==> src/rtl/fp_align_rshift.sv <==
// Mantissa alignment right-shifter with guard/round/sticky, valid/ready on both sides.
// Define ALIGN_BARREL_EN for a single-cycle barrel shift; the default build iterates STEP bits per cycle.
module fp_align_rshift #(
    parameter int WIDTH = 24,
    parameter int SHW   = 8,
    parameter int STEP  = 4
) (
    input  logic             clk,
    input  logic             rst_n,
    input  logic             in_valid,
    output logic             in_ready,
    input  logic [WIDTH-1:0] in_mant,
    input  logic [SHW-1:0]   in_shamt,
    output logic             out_valid,
    input  logic             out_ready,
    output logic [WIDTH-1:0] out_mant,
    output logic [2:0]       out_grs
);

    // Handshake: a transfer happens on a rising edge where valid and ready are both high;
    // in_ready is high only in IDLE, out_valid only in DONE, and DONE outputs hold until out_ready.
    localparam int WW = WIDTH + 2;
    localparam logic [SHW-1:0] SAT_MAX  = SHW'(WW);
    localparam logic [SHW-1:0] STEP_MAX = SHW'(STEP);

    typedef enum logic [1:0] {
        IDLE  = 2'd0,
        SHIFT = 2'd1,
        DONE  = 2'd2
    } state_t;

    state_t state;
    state_t state_next;

    logic           accept;
    logic [SHW-1:0] sat;
    logic [WW-1:0]  load_word;

    // Returns {w >> k, OR of the bits shifted out}; k == WW drops every bit.
    function automatic logic [WW:0] shift_right(input logic [WW-1:0] w, input logic [SHW-1:0] k);
        logic [WW-1:0] lost_mask;
        lost_mask = ~({WW{1'b1}} << k);
        return {w >> k, |(w & lost_mask)};
    endfunction

    assign accept    = in_valid && (state == IDLE);
    assign sat       = (in_shamt > SAT_MAX) ? SAT_MAX : in_shamt;
    assign load_word = {in_mant, 2'b00};

`ifndef ALIGN_BARREL_EN
    logic [WW-1:0]  work;
    logic           sticky;
    logic [SHW-1:0] rem;
    logic [SHW-1:0] step_k;
    logic [WW:0]    step_res;
    logic           step_sticky;
    logic           last_step;

    assign step_k      = (rem < STEP_MAX) ? rem : STEP_MAX;
    assign step_res    = shift_right(work, step_k);
    assign step_sticky = sticky | step_res[0];
    assign last_step   = (rem == step_k);
`else
    logic [WW:0] bar_res;

    assign bar_res = shift_right(load_word, sat);
`endif

    always_ff @(posedge clk or negedge rst_n) begin
        if (!rst_n) state <= IDLE;
        else        state <= state_next;
    end

    always_comb begin
        state_next = state;
        case (state)
            IDLE: begin
                if (in_valid) begin
`ifdef ALIGN_BARREL_EN
                    state_next = DONE;
`else
                    state_next = (sat == '0) ? DONE : SHIFT;
`endif
                end
            end
`ifndef ALIGN_BARREL_EN
            SHIFT: if (last_step) state_next = DONE;
`endif
            DONE:  if (out_ready) state_next = IDLE;
            default: state_next = IDLE;
        endcase
    end

    always_comb begin
        in_ready  = (state == IDLE);
        out_valid = (state == DONE);
    end

    // Results are written only on the transition into DONE and otherwise held.
    always_ff @(posedge clk or negedge rst_n) begin
        if (!rst_n) begin
            out_mant <= '0;
            out_grs  <= '0;
`ifndef ALIGN_BARREL_EN
            work     <= '0;
            sticky   <= 1'b0;
            rem      <= '0;
`endif
        end else begin
`ifdef ALIGN_BARREL_EN
            if (accept) begin
                out_mant <= bar_res[WW:3];
                out_grs  <= bar_res[2:0];
            end
`else
            if (accept) begin
                work   <= load_word;
                sticky <= 1'b0;
                rem    <= sat;
                if (sat == '0) begin
                    out_mant <= in_mant;
                    out_grs  <= 3'b000;
                end
            end else if (state == SHIFT) begin
                work   <= step_res[WW:1];
                sticky <= step_sticky;
                rem    <= rem - step_k;
                if (last_step) begin
                    out_mant <= step_res[WW:3];
                    out_grs  <= {step_res[2:1], step_sticky};
                end
            end
`endif
        end
    end

endmodule

==> config.mk <==
export PLATFORM = sky130hd
export DESIGN_NAME = fp_align_rshift
export DESIGN_NICKNAME = d
export VERILOG_FILES = /design/src/rtl/fp_align_rshift.sv
export SDC_FILE = /design/constraint.sdc
export NUM_CORES = 1
export LEC_CHECK = 0
export BUFFER_PORTS_ARGS = -buffer_cell sky130_fd_sc_hd__buf_2
export CAP_MARGIN = 10
export CORE_MARGIN = 2
export CORE_UTILIZATION = 49
export CTS_CLUSTER_DIAMETER = 60
export DETAILED_ROUTE_END_ITERATION = 10
export HOLD_SLACK_MARGIN = 0.03
export PLACE_DENSITY = 0.77
export SYNTH_ARGS = -nofsm -noshare
export SYNTH_HDL_FRONTEND = slang
export SYNTH_SLANG_ARGS = --single-unit
==> constraint.sdc <==
create_clock -name clk -period 3.15 [get_ports clk]
set_input_delay 0.315 -clock clk [delete_from_list [all_inputs] [get_ports clk]]
set_output_delay 0.315 -clock clk [all_outputs]
set_load 0.005 [all_outputs]
Word-level counts from Yosys, hierarchy flattened
Cells that the tools add are included.

word-level totals
  register bits = 64
  input port bits = 36
  output and inout port bits = 29
  word-level logic and storage cells = 50

cells by class
  add/sub/neg operators = 1
  magnitude comparators = 2
  equality and inequality tests = 7
  shift-type cells = 2
  multiplexer cells = 21
  bitwise gates (word level) = 3
  reductions and logical operators = 8

operators with widths
  kind                                                                           count
  24-bit 2-to-1 mux                                                              4
  26-bit 2-to-1 mux                                                              2
  8-bit 2-to-1 mux                                                               4
  26-bit bitwise AND                                                             1
  26-bit NOT                                                                     1
  26-bit OR reduction                                                            1
  26-bit by 8-bit << shifter with 26-bit output (first input constant)           1
  26-bit by 8-bit right shift with 26-bit output                                 1
  3-bit 2-to-1 mux                                                               4
  8-bit equality test                                                            1
  8-bit by 5-bit > comparator with 1-bit output (second input constant)          1
  8-bit logical NOT                                                              1
  8-bit by 3-bit less-than comparator with 1-bit output (second input constant)  1
  2-bit 2-to-1 mux                                                               4
  8-bit subtractor                                                               1
  2-bit case mux with 3 select lines                                             1
  3-bit AND reduction                                                            2
  2-bit by 1-bit != test with 1-bit output (second input constant)               2
  2-bit != test (second input constant)                                          2
  2-bit nonzero test                                                             2
  2-bit by 1-bit equality test with 1-bit output (second input constant)         1
  2-bit equality test (second input constant)                                    1
  2-bit logical NOT                                                              1
  1-bit 2-to-1 mux                                                               2
  other kinds (2)                                                                2

Depth between registers and ports, before layout
  depth in word-level cells = 10
  depth in mapped cells = 11
  depth with buffers taken out = 9

Worst setup path after synthesis
OpenSTA, ideal clock, no wires.

  kind = reg-to-reg
  from = register rem[5]
  to = register rem[6]
  library setup time = 0.132 ns
  arrival time = 2.351 ns
  data required time = 3.018 ns
  setup slack = 0.667 ns
  cell stages (with the launch flop) = 12
  path buffers = 2
  period minus slack after synthesis = 2.483 ns
  cells stage by stage = dfrtp_1 > nor3_1 > nand3b_1 > buf_2 > buf_2 > nand2_1 > ha_1 > o21a_1 > or3_4 > a2111oi_4 > xnor2_1 > nor2_1

on the way
  word-level cells in the longest chain between the ends = 5

ends and longest elaborated chain
  item                                                   RTL line  text
  from (decl)                                            53        logic [SHW-1:0] rem;
  from (signal assigned)                                 119       rem <= sat;
  from (signal assigned)                                 127       rem <= rem - step_k;
  8-bit by 3-bit less-than comparator with 1-bit output  59        assign step_k = (rem < STEP_MAX) ? rem : STEP_MAX;
  8-bit 2-to-1 mux                                       59
  8-bit subtractor *                                     127
  8-bit 2-to-1 mux *                                     124       end else if (state == SHIFT) begin
  8-bit 2-to-1 mux *                                     116       if (accept) begin

Mark *: on every way between the ends. The rest lies on a longest branch, timed or not. The select of a mux whose other input is x is not followed.
A chain may end at the register's enable or synchronous reset.

Worst setup path after layout
Ends and elaborated chain as after synthesis.

==> results.ini <==
[drt]
wl_per_cell_um = 17.1
via_per_inst = 5.99
vias = 3416
firstDrtPassIters = 4
antenna_left = 0
drt_wl_total_um = 9730
drt_iter0_drc = 281
drcViolationCount = 0

[finish]
final_cell_mix = 85 x o21ai_0, 64 x buf_2, 64 x dfrtp_1
fin_util_pct = 58.1
area_delta_synth_final_pct = 15.8
regArea_um2 = 1600
fillCellCount = 652
layout-drive-gt1-share_pct = 28.8
final_common_cell = o21ai_0
instances_no_fill = 570
multi_input_area_um2 = 2090
final_net_count = 500
n_antenna_cell = 0

[job]
cap_violations = 0

[sta]
finalCriticalPeriod_ns = 2.36
relSlewSlack_pct = 29.2
maxSlewViolCount = 0
hold_viol_final = 0
fmax_mhz = 423
fin_tns_setup_ns = 0
clock_skew_ns = 0.0105
fin_crit_sh_pct = 75.0
tightest_slew_ns = 1.06
finalSetupViolCount = 0
rsz0062_at_grt = no

[global_routing]
globalRouteMet2Util_pct = 37.2
grt_pass1_wl_um = 15800
grt_max_degree = 57
use_met1_pct = 32.7
gr-usage-met3_pct = 3.09
antenna_found_initial = 0
gr-max-usage-layer = met2
grt_overflow = 0
grt.total_usage_pct = 23.7
grt_pass1_vias = 3223

[yosys]
ys_types = 42
ys.flop_type = dfrtp_1
syn_area_um2 = 3840
synth_fp_nets = 449
ys_seq_elements = 64
syn_avg_cell_area_um2 = 9.31
synthCells = 412
async_flop_share_pct = 100
yosysSeqAreaShare_pct = 41.7
ys.warnings.count = 0
synth-edff-count = 0

[clock_tree]
post_cts_resized = 0
clk_pin_slew_worst_paths_ns = 0.08
clock-sinks = 64
cts_root_buf = clkbuf_8
tritoncts = built
cts-buffers-inserted = 9
cts_buffer_depth = 2
clk_latency_ns = 0.35
h-tree-depth = 3
post-cts-setup-buffer-count = 0
cts_hold_buf = 0

[critical_path]
path_class = register to register
arrival_ns = 2.58
cp_max_fo = 5
end_kind = register
cp.required_ns = 3.36
start_kind = register

[placed_design]
dp_hpwl_um = 6140
gp_congestion = 0.824
port_buffers = 64
dp.cells = 554

[die]
die_area_um2 = 8550
die_h_um = 92.5
rows = 32
start_util_pct = 50.2
fp.coreArea_um2 = 7650
io_pins = 65
chipWidth_um = 92.5

[hold_path]
min_path_type = input port to asynchronous set/reset pin

[run_status]
outcome = finished clean

[pwr]
p_leak_uw = 0.00193
ir_drop_mv = 0.398
powerDensity_nw_per_um2 = 1040
power.total_uw = 4620

-- area by class of cell --
type | count | share of cell area [%]
clock buffers | 10 | 2.87
clock inverters | 6 | 1.89
inverters | 1 | 0.0845
multi-input cells | 313 | 47.0
flip-flops and latches | 64 | 36.1
well taps | 102 | 2.87
repair buffers | 74 | 9.18
-- flip-flops by register name, indices dropped and copies added, names as in the netlist --
signal,cells
out_grs,3
out_mant,24
rem,8
state,2
sticky,1
work,26
-- where the power goes --
| group | switching [µW] | internal (µW) | total, µW | leakage, µW |
|---|---|---|---|---|
| logic | 1150 | 1070 | 2210 | 0.00103 |
| registers | 411 | 1210 | 1620 | 0.000785 |
| clock network | 336 | 443 | 779 | 0.000110 |
| total | 1890 | 2720 | 4620 | 0.00193 |
-- layer usage --
layer  share of wire, %  vias up
li1                   -     1577
met1                 42     1679
met2                 49      143
met3                6.4       17
met4                2.5        0
met5                  0        -
-- cells by family (layout without fill, tap and decap cells) --
logic type      after synthesis  after routing  share of synthesized area, %
compound gates              123            123                          18.2
xor+xnor                      2              2                         0.457
fa+ha+maj                     1              1                         0.326
buf+inv                      35             91                          3.91
flops                        64             64                          41.7
mux                          50             50                          20.3
other cells                   1              1                        0.0978
simple gates                136            136                          15.0
-- cell usage after synthesis, types with 3 or more instances --
master    number  area, µm²
buf_1          3       11.3
nand3_1        6       30.0
nor4_1         4       25.0
mux2_2        22        248
o21ai_1        5       25.0
o21ai_0       85        425
mux2i_1        8       80.1
buf_2         15       75.1
a21oi_1       13       65.1
clkbuf_1      16       60.1
mux4_2        20        450
dfrtp_1       64       1600
nand2_1       56        210
nor2_1        53        199
and3_1         3       18.8
nor3_1         3       15.0
-- stage by stage --
step	setup slack [ns]	hold WS (ns)	instance area [µm²]
floorplan	0.667	0.0194	3840
global placement	0.860	0.455	4230
detailed placement	0.788	0.468	4230
CTS	0.822	0.159	4440
global route	0.693	0.186	4440
finish	0.786	0.153	4440
-- worst max-delay path, cell delays in order, from the launching register on --
cell	delay, ns
dfrtp_1	0.48
nor3_1	0.13
nand3b_1	0.13
nand2_1	0.07
ha_1	0.29
o21a_1	0.22
or3_4	0.35
a2111oi_4	0.35
xnor2_1	0.16
nor2_1	0.05
-- final timing paths --
kind / endpoint / cells past startpoint / slack [ns] / from
worst max-delay path: rem[6]$_DFFE_PN0P_ / 9 / 0.79 / rem[5]$_DFFE_PN0P_
worst min-delay path: out_mant[5]$_DFFE_PN0P_ / 1 / 0.15 / rst_n
worst max register to register: rem[6]$_DFFE_PN0P_ / 9 / 0.79 / rem[5]$_DFFE_PN0P_
worst min register to register: out_grs[2]$_DFFE_PN0P_ / 2 / 0.47 / out_grs[2]$_DFFE_PN0P_
max in group asynchronous: work[21]$_DFFE_PN0P_ / 2 / 2.23 / rst_n
min in group clk: state[1]$_DFFE_PN0P_ / 2 / 0.16 / out_ready
Power figures use the tool's default switching activity.
